`config.mk`:
```
export PLATFORM = sky130hd
export DESIGN_NAME = psk_symbol_unpacker
export DESIGN_NICKNAME = d
export VERILOG_FILES = /design/src/rtl/psk_pkg.sv /design/src/rtl/psk_symbol_mapper.sv /design/src/rtl/psk_symbol_unpacker.sv
export SDC_FILE = /design/constraint.sdc
export NUM_CORES = 1
export LEC_CHECK = 0
export BUFFER_PORTS_ARGS = -buffer_cell sky130_fd_sc_hd__buf_2
export CAP_MARGIN = 20
export CORE_MARGIN = 2
export CORE_UTILIZATION = 57
export DETAILED_ROUTE_END_ITERATION = 6
export GPL_TIMING_DRIVEN = 0
export PLACE_DENSITY = 0.86
export SKIP_LAST_GASP = 1
export SLEW_MARGIN = 30
export SYNTH_ARGS = -nofsm -noshare
export SYNTH_HDL_FRONTEND = slang
export SYNTH_SLANG_ARGS = --single-unit
```
`constraint.sdc`:
```
create_clock -name clk -period 7.38 [get_ports clk]
set_input_delay 0.369 -clock clk [delete_from_list [all_inputs] [get_ports clk]]
set_output_delay 0.369 -clock clk [all_outputs]
set_load 0.01 [all_outputs]
```
`src/rtl/psk_pkg.sv`:
```
// Shared definitions for the PSK symbol unpacker: mode codes, default DAC amplitudes,
// FSM state type and the bit-to-amplitude helper.
package psk_pkg;

  localparam logic [1:0] MODE_BPSK = 2'd0;
  localparam logic [1:0] MODE_QPSK = 2'd1;
  localparam logic [1:0] MODE_RAW2 = 2'd2;

  // +/-80% of full scale
  localparam logic [15:0] DEF_AMP_ONE  = 16'h6665;
  localparam logic [15:0] DEF_AMP_ZERO = 16'h999B;

  typedef enum logic {
    StEmpty,
    StFull
  } unpack_state_e;

  function automatic logic [15:0] bit_to_amp(input logic b, input logic [15:0] amp_one,
                                             input logic [15:0] amp_zero);
    return b ? amp_one : amp_zero;
  endfunction

endpackage

```
`src/rtl/psk_symbol_mapper.sv`:
```
// Combinational symbol mapper: {mode, b1, b0} -> {I, Q} DAC codes or legacy raw 2-bit word.
// In BPSK only b1 is meaningful.
module psk_symbol_mapper
  import psk_pkg::*;
#(
  parameter logic [15:0] AMP_ONE  = DEF_AMP_ONE,
  parameter logic [15:0] AMP_ZERO = DEF_AMP_ZERO
) (
  input  logic [1:0]  mode,
  input  logic        b1,
  input  logic        b0,
  output logic [31:0] tdata
);

  always_comb begin
    tdata = '0;
    case (mode)
      MODE_BPSK: tdata = {bit_to_amp(b1, AMP_ONE, AMP_ZERO), 16'h0000};
      MODE_RAW2: tdata = {30'b0, b1, b0};
      // QPSK and the reserved code
      default:   tdata = {bit_to_amp(b1, AMP_ONE, AMP_ZERO), bit_to_amp(b0, AMP_ONE, AMP_ZERO)};
    endcase
  end

endmodule

```
`src/rtl/psk_symbol_unpacker.sv`:
```
// Unpacks IN_W-bit words into one BPSK/QPSK/RAW2 symbol per output beat, MSB first,
// with zero-bubble reload on the last symbol and tlast carried to the final symbol.
module psk_symbol_unpacker
  import psk_pkg::*;
#(
  parameter int unsigned IN_W     = 32,
  parameter logic [15:0] AMP_ONE  = DEF_AMP_ONE,
  parameter logic [15:0] AMP_ZERO = DEF_AMP_ZERO
) (
  input  logic            clk,
  input  logic            reset,
  input  logic [1:0]      mode,
  input  logic [IN_W-1:0] in_tdata,
  input  logic            in_tlast,
  input  logic            in_tvalid,
  output logic            in_tready,
  output logic [31:0]     out_tdata,
  output logic            out_tlast,
  output logic            out_tvalid,
  input  logic            out_tready
);

  localparam int unsigned CW = $clog2(IN_W);

  unpack_state_e   state_q;
  logic [IN_W-1:0] word_q;
  logic            tlast_q;
  logic [1:0]      mode_q;
  logic [CW-1:0]   cnt_q;

  logic          two_bit;
  logic [CW-1:0] last_idx;
  logic [CW-1:0] step;
  logic [CW-1:0] idx_hi;
  logic [CW-1:0] idx_lo;
  logic          last_sym;
  logic          out_hs;
  logic          accept;
  logic          b1;
  logic          b0;

  always_comb begin
    two_bit  = (mode_q != MODE_BPSK);
    last_idx = two_bit ? CW'(IN_W / 2 - 1) : CW'(IN_W - 1);
    // In two-bit modes cnt_q < IN_W/2, so doubling it cannot overflow CW bits
    step     = two_bit ? (cnt_q << 1) : cnt_q;
    idx_hi   = CW'(IN_W - 1) - step;
    idx_lo   = idx_hi - CW'(1);
    b1       = word_q[idx_hi];
    b0       = two_bit ? word_q[idx_lo] : 1'b0;
    last_sym = (cnt_q == last_idx);
  end

  assign out_tvalid = (state_q == StFull);
  assign out_hs     = out_tvalid & out_tready;
  assign in_tready  = (state_q == StEmpty) | (out_hs & last_sym);
  assign accept     = in_tvalid & in_tready;
  assign out_tlast  = out_tvalid & tlast_q & last_sym;

  always_ff @(posedge clk) begin
    if (reset) begin
      state_q <= StEmpty;
      word_q  <= '0;
      tlast_q <= 1'b0;
      mode_q  <= MODE_BPSK;
      cnt_q   <= '0;
    end else if (accept) begin
      state_q <= StFull;
      word_q  <= in_tdata;
      tlast_q <= in_tlast;
      mode_q  <= mode;
      cnt_q   <= '0;
    end else if (out_hs) begin
      if (last_sym) begin
        state_q <= StEmpty;
        cnt_q   <= '0;
      end else begin
        cnt_q <= cnt_q + CW'(1);
      end
    end
  end

  psk_symbol_mapper #(
    .AMP_ONE (AMP_ONE),
    .AMP_ZERO(AMP_ZERO)
  ) u_mapper (
    .mode (mode_q),
    .b1   (b1),
    .b0   (b0),
    .tdata(out_tdata)
  );

endmodule

```
; ---- Word-level counts from Yosys, hierarchy flattened
; Index checks and enable logic that the tools add are counted.
[word_totals]
ff_bits = 41
latchBits = 0
mem_bits_rw = 0
romBits = 0
input_bits = 39
out_inout_bits = 35
wordCells = 39
n_memories = 0
[op_classes]
add_sub_neg = 3
multipliers = 0
div_mod_pow = 0
n_lt_le_gt_ge = 2
eq_ne = 2
shift = 0
muxes = 14
n_bitwise = 7
n_reduce_logical = 6
[op_table]
columns = operator, count
row1 = one-hot mux 32 bit (2 select lines), 1
row2 = two-way mux 16 bit, 2
row3 = two-way mux 5 bit, 3
row4 = "< comparator 5 x 6 -> 1 bit, second input constant", 2
row5 = binary-select mux 1 bit (select 5 bit), 2
row6 = two-way mux 1 bit, 6
row7 = nonzero test 2 bit, 3
row8 = "adder 5 x 1 -> 5 bit, second input constant", 1
row9 = bitwise AND 1 bit, 5
row10 = == test 5 bit, 1
row11 = "subtractor 5 x 1 -> 5 bit, second input constant", 1
row12 = "subtractor 5 bit, first input constant", 1
row13 = "== test 2 bit, second input constant", 1
row14 = zero test 2 bit, 1
row15 = AND reduction 2 bit, 1
row16 = OR reduction 2 bit, 1
row17 = inverter 1 bit, 1
row18 = bitwise OR 1 bit, 1

; ---- Longest topological paths before layout
[logic_depth]
depth_word = 9
ltp_mapped = 15
depth_no_buf = 11

; ---- By module
; From an unflattened synthesis, not the netlist that was laid out.
[unflattened]
cells_unflattened = 339
area_unflattened_um2 = 2682.6
[by_module_without_submodules]
columns = module, n_inst, cells_per_inst, area_each_um2, seq_area_each_um2
row1 = psk_symbol_unpacker, 1, 306, 2438.6, 820.8
row2 = psk_symbol_mapper, 1, 33, 244.0, 0.0

; ---- Worst setup path before layout
; Ideal clock, no wire load.
[synth_path]
path_kind = reg-to-output
startpoint = register cnt_q[0]
endpoint = output port out_tdata[10]
t_arrival_ns = 3.266
required_time_ns = 7.011
setup_slack_ns = 3.745
path_stages_with_launch = 16
path_buffers = 6
cell_sequence = dfxtp_1 -> buf_2 -> clkbuf_1 -> buf_1 -> nand2_1 -> nand2_1 -> ha_1 -> buf_2 -> buf_2 -> mux2i_1 -> mux4_2 -> mux2i_1 -> nor2_1 -> a211oi_2 -> and2_1 -> buf_4
[synth_via]
elab_chain_cells = 8
[synth_lines]
columns = item, line
row1 = start: declaration, psk_symbol_unpacker.sv:29  ; logic [CW-1:0] cnt_q;
row2 = start signal: assignment, psk_symbol_unpacker.sv:78  ; cnt_q <= cnt_q + CW'(1);
row3 = two-way mux 5 bit, psk_symbol_unpacker.sv:46  ; step = two_bit ? (cnt_q << 1) : cnt_q;
row4 = subtractor 5 bit, psk_symbol_unpacker.sv:47  ; idx_hi = CW'(IN_W - 1) - step;
row5 = subtractor 5 x 1 -> 5 bit, psk_symbol_unpacker.sv:48  ; idx_lo = idx_hi - CW'(1);
row6 = binary-select mux 1 bit (select 5 bit), psk_symbol_unpacker.sv:50  ; b0 = two_bit ? word_q[idx_lo] : 1'b0;
row7 = two-way mux 1 bit (not written as such), psk_symbol_unpacker.sv:50
row8 = two-way mux 1 bit, psk_symbol_unpacker.sv:50
row9 = two-way mux 16 bit, psk_pkg.sv:20  ; return b ? amp_one : amp_zero;
row10 = one-hot mux 32 bit (2 select lines), psk_symbol_mapper.sv:17  ; case (mode)
row11 = end: declaration, psk_symbol_unpacker.sv:17  ; output logic [31:0] out_tdata,
; No other way between the ends. The select of a mux whose other input is x is not followed.

; ---- Final worst setup path
[layout_path]
startpoint = register cnt_q[0]
endpoint = output port out_tdata[13]
; The elaborated chain is that of the path after synthesis.

==> insert_results.sql <==
INSERT INTO impl_metrics (metric_group, metric, value, unit) VALUES
('clock_network', 'cts_max_path_buffers', '2', ''),
('timing', 'rsz0062_at_grt', 'no', ''),
('placement', 'dp.cells', '499', ''),
('critical_path', 'critPathKind', 'reg -> out', ''),
('logic_synthesis', 'synthesis.instances', '360', ''),
('global_route', 'grt_pass1_wl', '12250', 'um'),
('critical_path', 'critical_path.endpoint_type', 'primary output', ''),
('logic_synthesis', 'synthDominantAreaCellType', 'sky130_fd_sc_hd__dfxtp_1', ''),
('critical_path', 'critical-path-top-cell-by-count', 'sky130_fd_sc_hd__buf_2', ''),
('layout', 'antennaDiodeCount', '0', ''),
('global_route', 'grt_pass1_vias', '2560', ''),
('timing', 'finalHoldViolCount', '0', ''),
('timing', 'final_number_of_setup_violating_endpoints', '0', ''),
('timing', 'drv_slew', '0', ''),
('status', 'status', 'complete, no violations', ''),
('layout', 'finish.net_count', '480', ''),
('floorplanning', 'design.portCount', '74', ''),
('layout', 'flow.area_growth_from_synthesis', '20.03', '%'),
('logic_synthesis', 'synth_enable_flop_cells', '0', ''),
('floorplanning', 'die_h', '73.76', 'um'),
('timing', 'clock-skew-final', '0.008466', 'ns'),
('route', 'post_drt_wl_per_cell', '15.51', 'um'),
('critical_path', 'timing.critical_path.max_delay_family', 'buffers and inverters', ''),
('layout', 'post_layout_nonfiller_instances', '507', ''),
('logic_synthesis', 'post-synth-top-area-fraction', '29.59', '%'),
('critical_path', 'crit_path_start_kind', 'register', ''),
('route', 'dr.pass1.iters', '5', ''),
('worst_hold_path', 'min-delay-path-class', 'in -> reg', ''),
('logic_synthesis', 'synth.cell_area', '2774', 'um2'),
('clock_network', 'cts.hold.buffers_added', '0', ''),
('floorplanning', 'die-area', '5441', 'um2'),
('placement', 'place_congestion', '0.9656', ''),
('logic_synthesis', 'post_synth.cell_area_avg', '7.705', 'um2'),
('route', 'detailedRoute.firstIterationViolations', '191', ''),
('logic_synthesis', 'synth-seq-cells', '41', ''),
('worst_hold_path', 'hold-path-cell-count', '3', ''),
('timing', 'tightest_slew', '0.5556', 'ns'),
('logic_synthesis', 'synth_top_cells_by_area', 'sky130_fd_sc_hd__dfxtp_1, sky130_fd_sc_hd__nand2_1, sky130_fd_sc_hd__a21oi_1', ''),
('layout', 'drive_gt1_share', '29.77', '%'),
('route', 'vias_per_cell', '5.665', ''),
('route', 'drc', '0', ''),
('route', 'ant_nets', '0', ''),
('clock_network', 'post-cts-setup-buffer-count', '0', ''),
('global_route', 'pin_count_of_the_biggest_net_entering_global_routing', '14', ''),
('floorplanning', 'core-area', '4723', 'um2'),
('placement', 'postPlaceCellArea', '3218', 'um2'),
('floorplanning', 'fp-row-count', '25', ''),
('clock_network', 'clock-root-buffer', 'sky130_fd_sc_hd__clkbuf_8', ''),
('route', 'num_vias', '2872', ''),
('clock_network', 'clkLatencyLatePin', '0.30', 'ns'),
('layout', 'final.fill_count', '416', ''),
('floorplanning', 'die_w', '73.76', 'um'),
('layout', 'fin_util', '70.49', '%'),
('pwr', 'power.density_cell_area', '164.8', 'nW/um2'),
('floorplanning', 'initial_core_util', '58.73', '%'),
('logic_synthesis', 'synth_fp_nets', '401', ''),
('clock_network', 'cts_buffers', '5', ''),
('placement', 'dp.final_hpwl', '5932', 'um'),
('critical_path', 'critPathArrivalTime', '4.47', 'ns'),
('timing', 'maxSlewHeadroom', '62.96', '%'),
('layout', 'finalInstanceArea', '3329', 'um2'),
('timing', 'setup_tns', '0', 'ns'),
('pwr', 'power', '0.5486', 'mW'),
('route', 'drt_wl_total', '7865', 'um'),
('clock_network', 'postCtsResizedCells', '0', ''),
('timing', 'post-route-period-util', '65.61', '%'),
('critical_path', 'worstRegToRegCells', '10', ''),
('logic_synthesis', 'synth.distinct_cells', '61', ''),
('timing', 'clock.fmax', '206.5', 'MHz'),
('pwr', 'peakVddDrop', '153.0', 'uV'),
('pwr', 'p_leak', '1.442', 'nW');
## synth_stat cells, types with 2 or more instances
| library cell | count |
|---|---|
| sky130_fd_sc_hd__o2111ai_1 | 2 |
| sky130_fd_sc_hd__a21oi_1 | 41 |
| sky130_fd_sc_hd__buf_1 | 4 |
| sky130_fd_sc_hd__dfxtp_1 | 41 |
| sky130_fd_sc_hd__o32ai_1 | 2 |
| sky130_fd_sc_hd__o2bb2ai_1 | 2 |
| sky130_fd_sc_hd__buf_6 | 2 |
| sky130_fd_sc_hd__buf_4 | 25 |
| sky130_fd_sc_hd__o221ai_1 | 3 |
| sky130_fd_sc_hd__a211oi_1 | 3 |
| sky130_fd_sc_hd__or3b_1 | 3 |
| sky130_fd_sc_hd__ha_1 | 2 |
| sky130_fd_sc_hd__nor3_1 | 11 |
| sky130_fd_sc_hd__a211o_1 | 4 |
| sky130_fd_sc_hd__mux4_1 | 2 |
| sky130_fd_sc_hd__mux2i_1 | 15 |
| sky130_fd_sc_hd__nand2_1 | 82 |
| sky130_fd_sc_hd__nand3_1 | 9 |
| sky130_fd_sc_hd__nor2b_1 | 3 |
| sky130_fd_sc_hd__and3_1 | 3 |
| sky130_fd_sc_hd__buf_2 | 12 |
| sky130_fd_sc_hd__o21ai_0 | 8 |
| sky130_fd_sc_hd__nor2_1 | 9 |
| sky130_fd_sc_hd__mux4_2 | 3 |
| sky130_fd_sc_hd__and2_1 | 3 |
| sky130_fd_sc_hd__nor4_1 | 3 |
| sky130_fd_sc_hd__nor4b_1 | 2 |
| sky130_fd_sc_hd__clkbuf_1 | 13 |
| sky130_fd_sc_hd__xnor2_1 | 4 |
| sky130_fd_sc_hd__a31oi_1 | 3 |
| sky130_fd_sc_hd__inv_1 | 8 |
| sky130_fd_sc_hd__a41oi_1 | 2 |
| sky130_fd_sc_hd__o21a_1 | 2 |
| sky130_fd_sc_hd__nand3b_1 | 2 |
## per-stage QoR
stage,worst slack (ns),hold slack [ns]
finish,2.538,0.2960
global route,2.301,0.2918
CTS,2.633,0.2954
detailed placement,2.981,0.4646
global placement,2.984,0.4570
floorplan,3.745,0.4319
## area by class of cell
type	count	area [um2]	area share, %
Clock buffer	6	72.57	2.180
Buffer	56	334.1	10.03
Clock inverter	2	38.79	1.165
Sequential cell	41	820.8	24.65
Tap cell	67	83.83	2.518
Timing Repair Buffer	72	360.3	10.82
Multi-Input combinational cell	254	1585	47.61
Inverter	9	33.78	1.015
## where the power goes
part | switching, mW | internal (mW) | leakage [nW] | total (mW)
Sequential | 0.0111 | 0.233 | 0.336 | 0.244
Combinational | 0.0646 | 0.0551 | 1.05 | 0.120
Clock | 0.0835 | 0.102 | 0.0554 | 0.185
## cell families (layout without fill, tap and decap cells)
kind of cell,after synthesis,count (layout),share of synthesized area [%]
fa+ha+maj,2,2,0.9020
mux,21,21,10.15
flops,41,41,29.59
buf+inv,65,145,13.26
compound gates,88,88,21.61
simple gates,139,139,23.23
xor+xnor,4,4,1.263
## path summary, 6_finish.rpt
kind | slack [ns] | endpoint | from
setup / recovery | 2.54 | out_tdata[13] | cnt_q[0]
hold / removal | 0.30 | tlast_q | in_tlast
setup reg to reg | 5.00 | word_q[23] | mode_q[0]
hold reg to reg | 0.48 | word_q[8] | word_q[8]
## routing by layer
layer / vias up / part of all wire (%) / global-route usage, %
met5: - / 0 / 0
met4: 0 / 3.2 / 11.92
met3: 22 / 8.7 / 5.213
met2: 161 / 46 / 50.50
met1: 1279 / 42 / 37.32
li1: 1410 / - / -
## worst register-to-register path, stage by stage (launching register included)
cell                       delay, ns
sky130_fd_sc_hd__dfxtp_1        0.36
sky130_fd_sc_hd__buf_2          0.20
sky130_fd_sc_hd__nor3_1         0.37
sky130_fd_sc_hd__nor3_1         0.17
sky130_fd_sc_hd__nand2_1        0.09
sky130_fd_sc_hd__and2_1         0.15
sky130_fd_sc_hd__inv_2          0.05
sky130_fd_sc_hd__nand2_1        0.26
sky130_fd_sc_hd__clkbuf_1       0.39
sky130_fd_sc_hd__nand2_1        0.10
sky130_fd_sc_hd__a21oi_1        0.16
## state kept, by name, summed over array words and instances, names as in the netlist
signal and cells:
word_q 32, cnt_q 5, mode_q 2, out_tvalid 1, tlast_q 1
## cells in the final DEF (no fill, tap or decap), types with 9 or more instances in the layout
cell,count
sky130_fd_sc_hd__buf_2,84
sky130_fd_sc_hd__nand3_1,9
sky130_fd_sc_hd__dfxtp_1,41
sky130_fd_sc_hd__nand2_1,82
sky130_fd_sc_hd__nor2_1,9
sky130_fd_sc_hd__nor3_1,11
sky130_fd_sc_hd__a21oi_1,41
sky130_fd_sc_hd__mux2i_1,15
sky130_fd_sc_hd__buf_4,25
sky130_fd_sc_hd__clkbuf_1,14
Note: power is estimated with default switching activity, not from simulation.
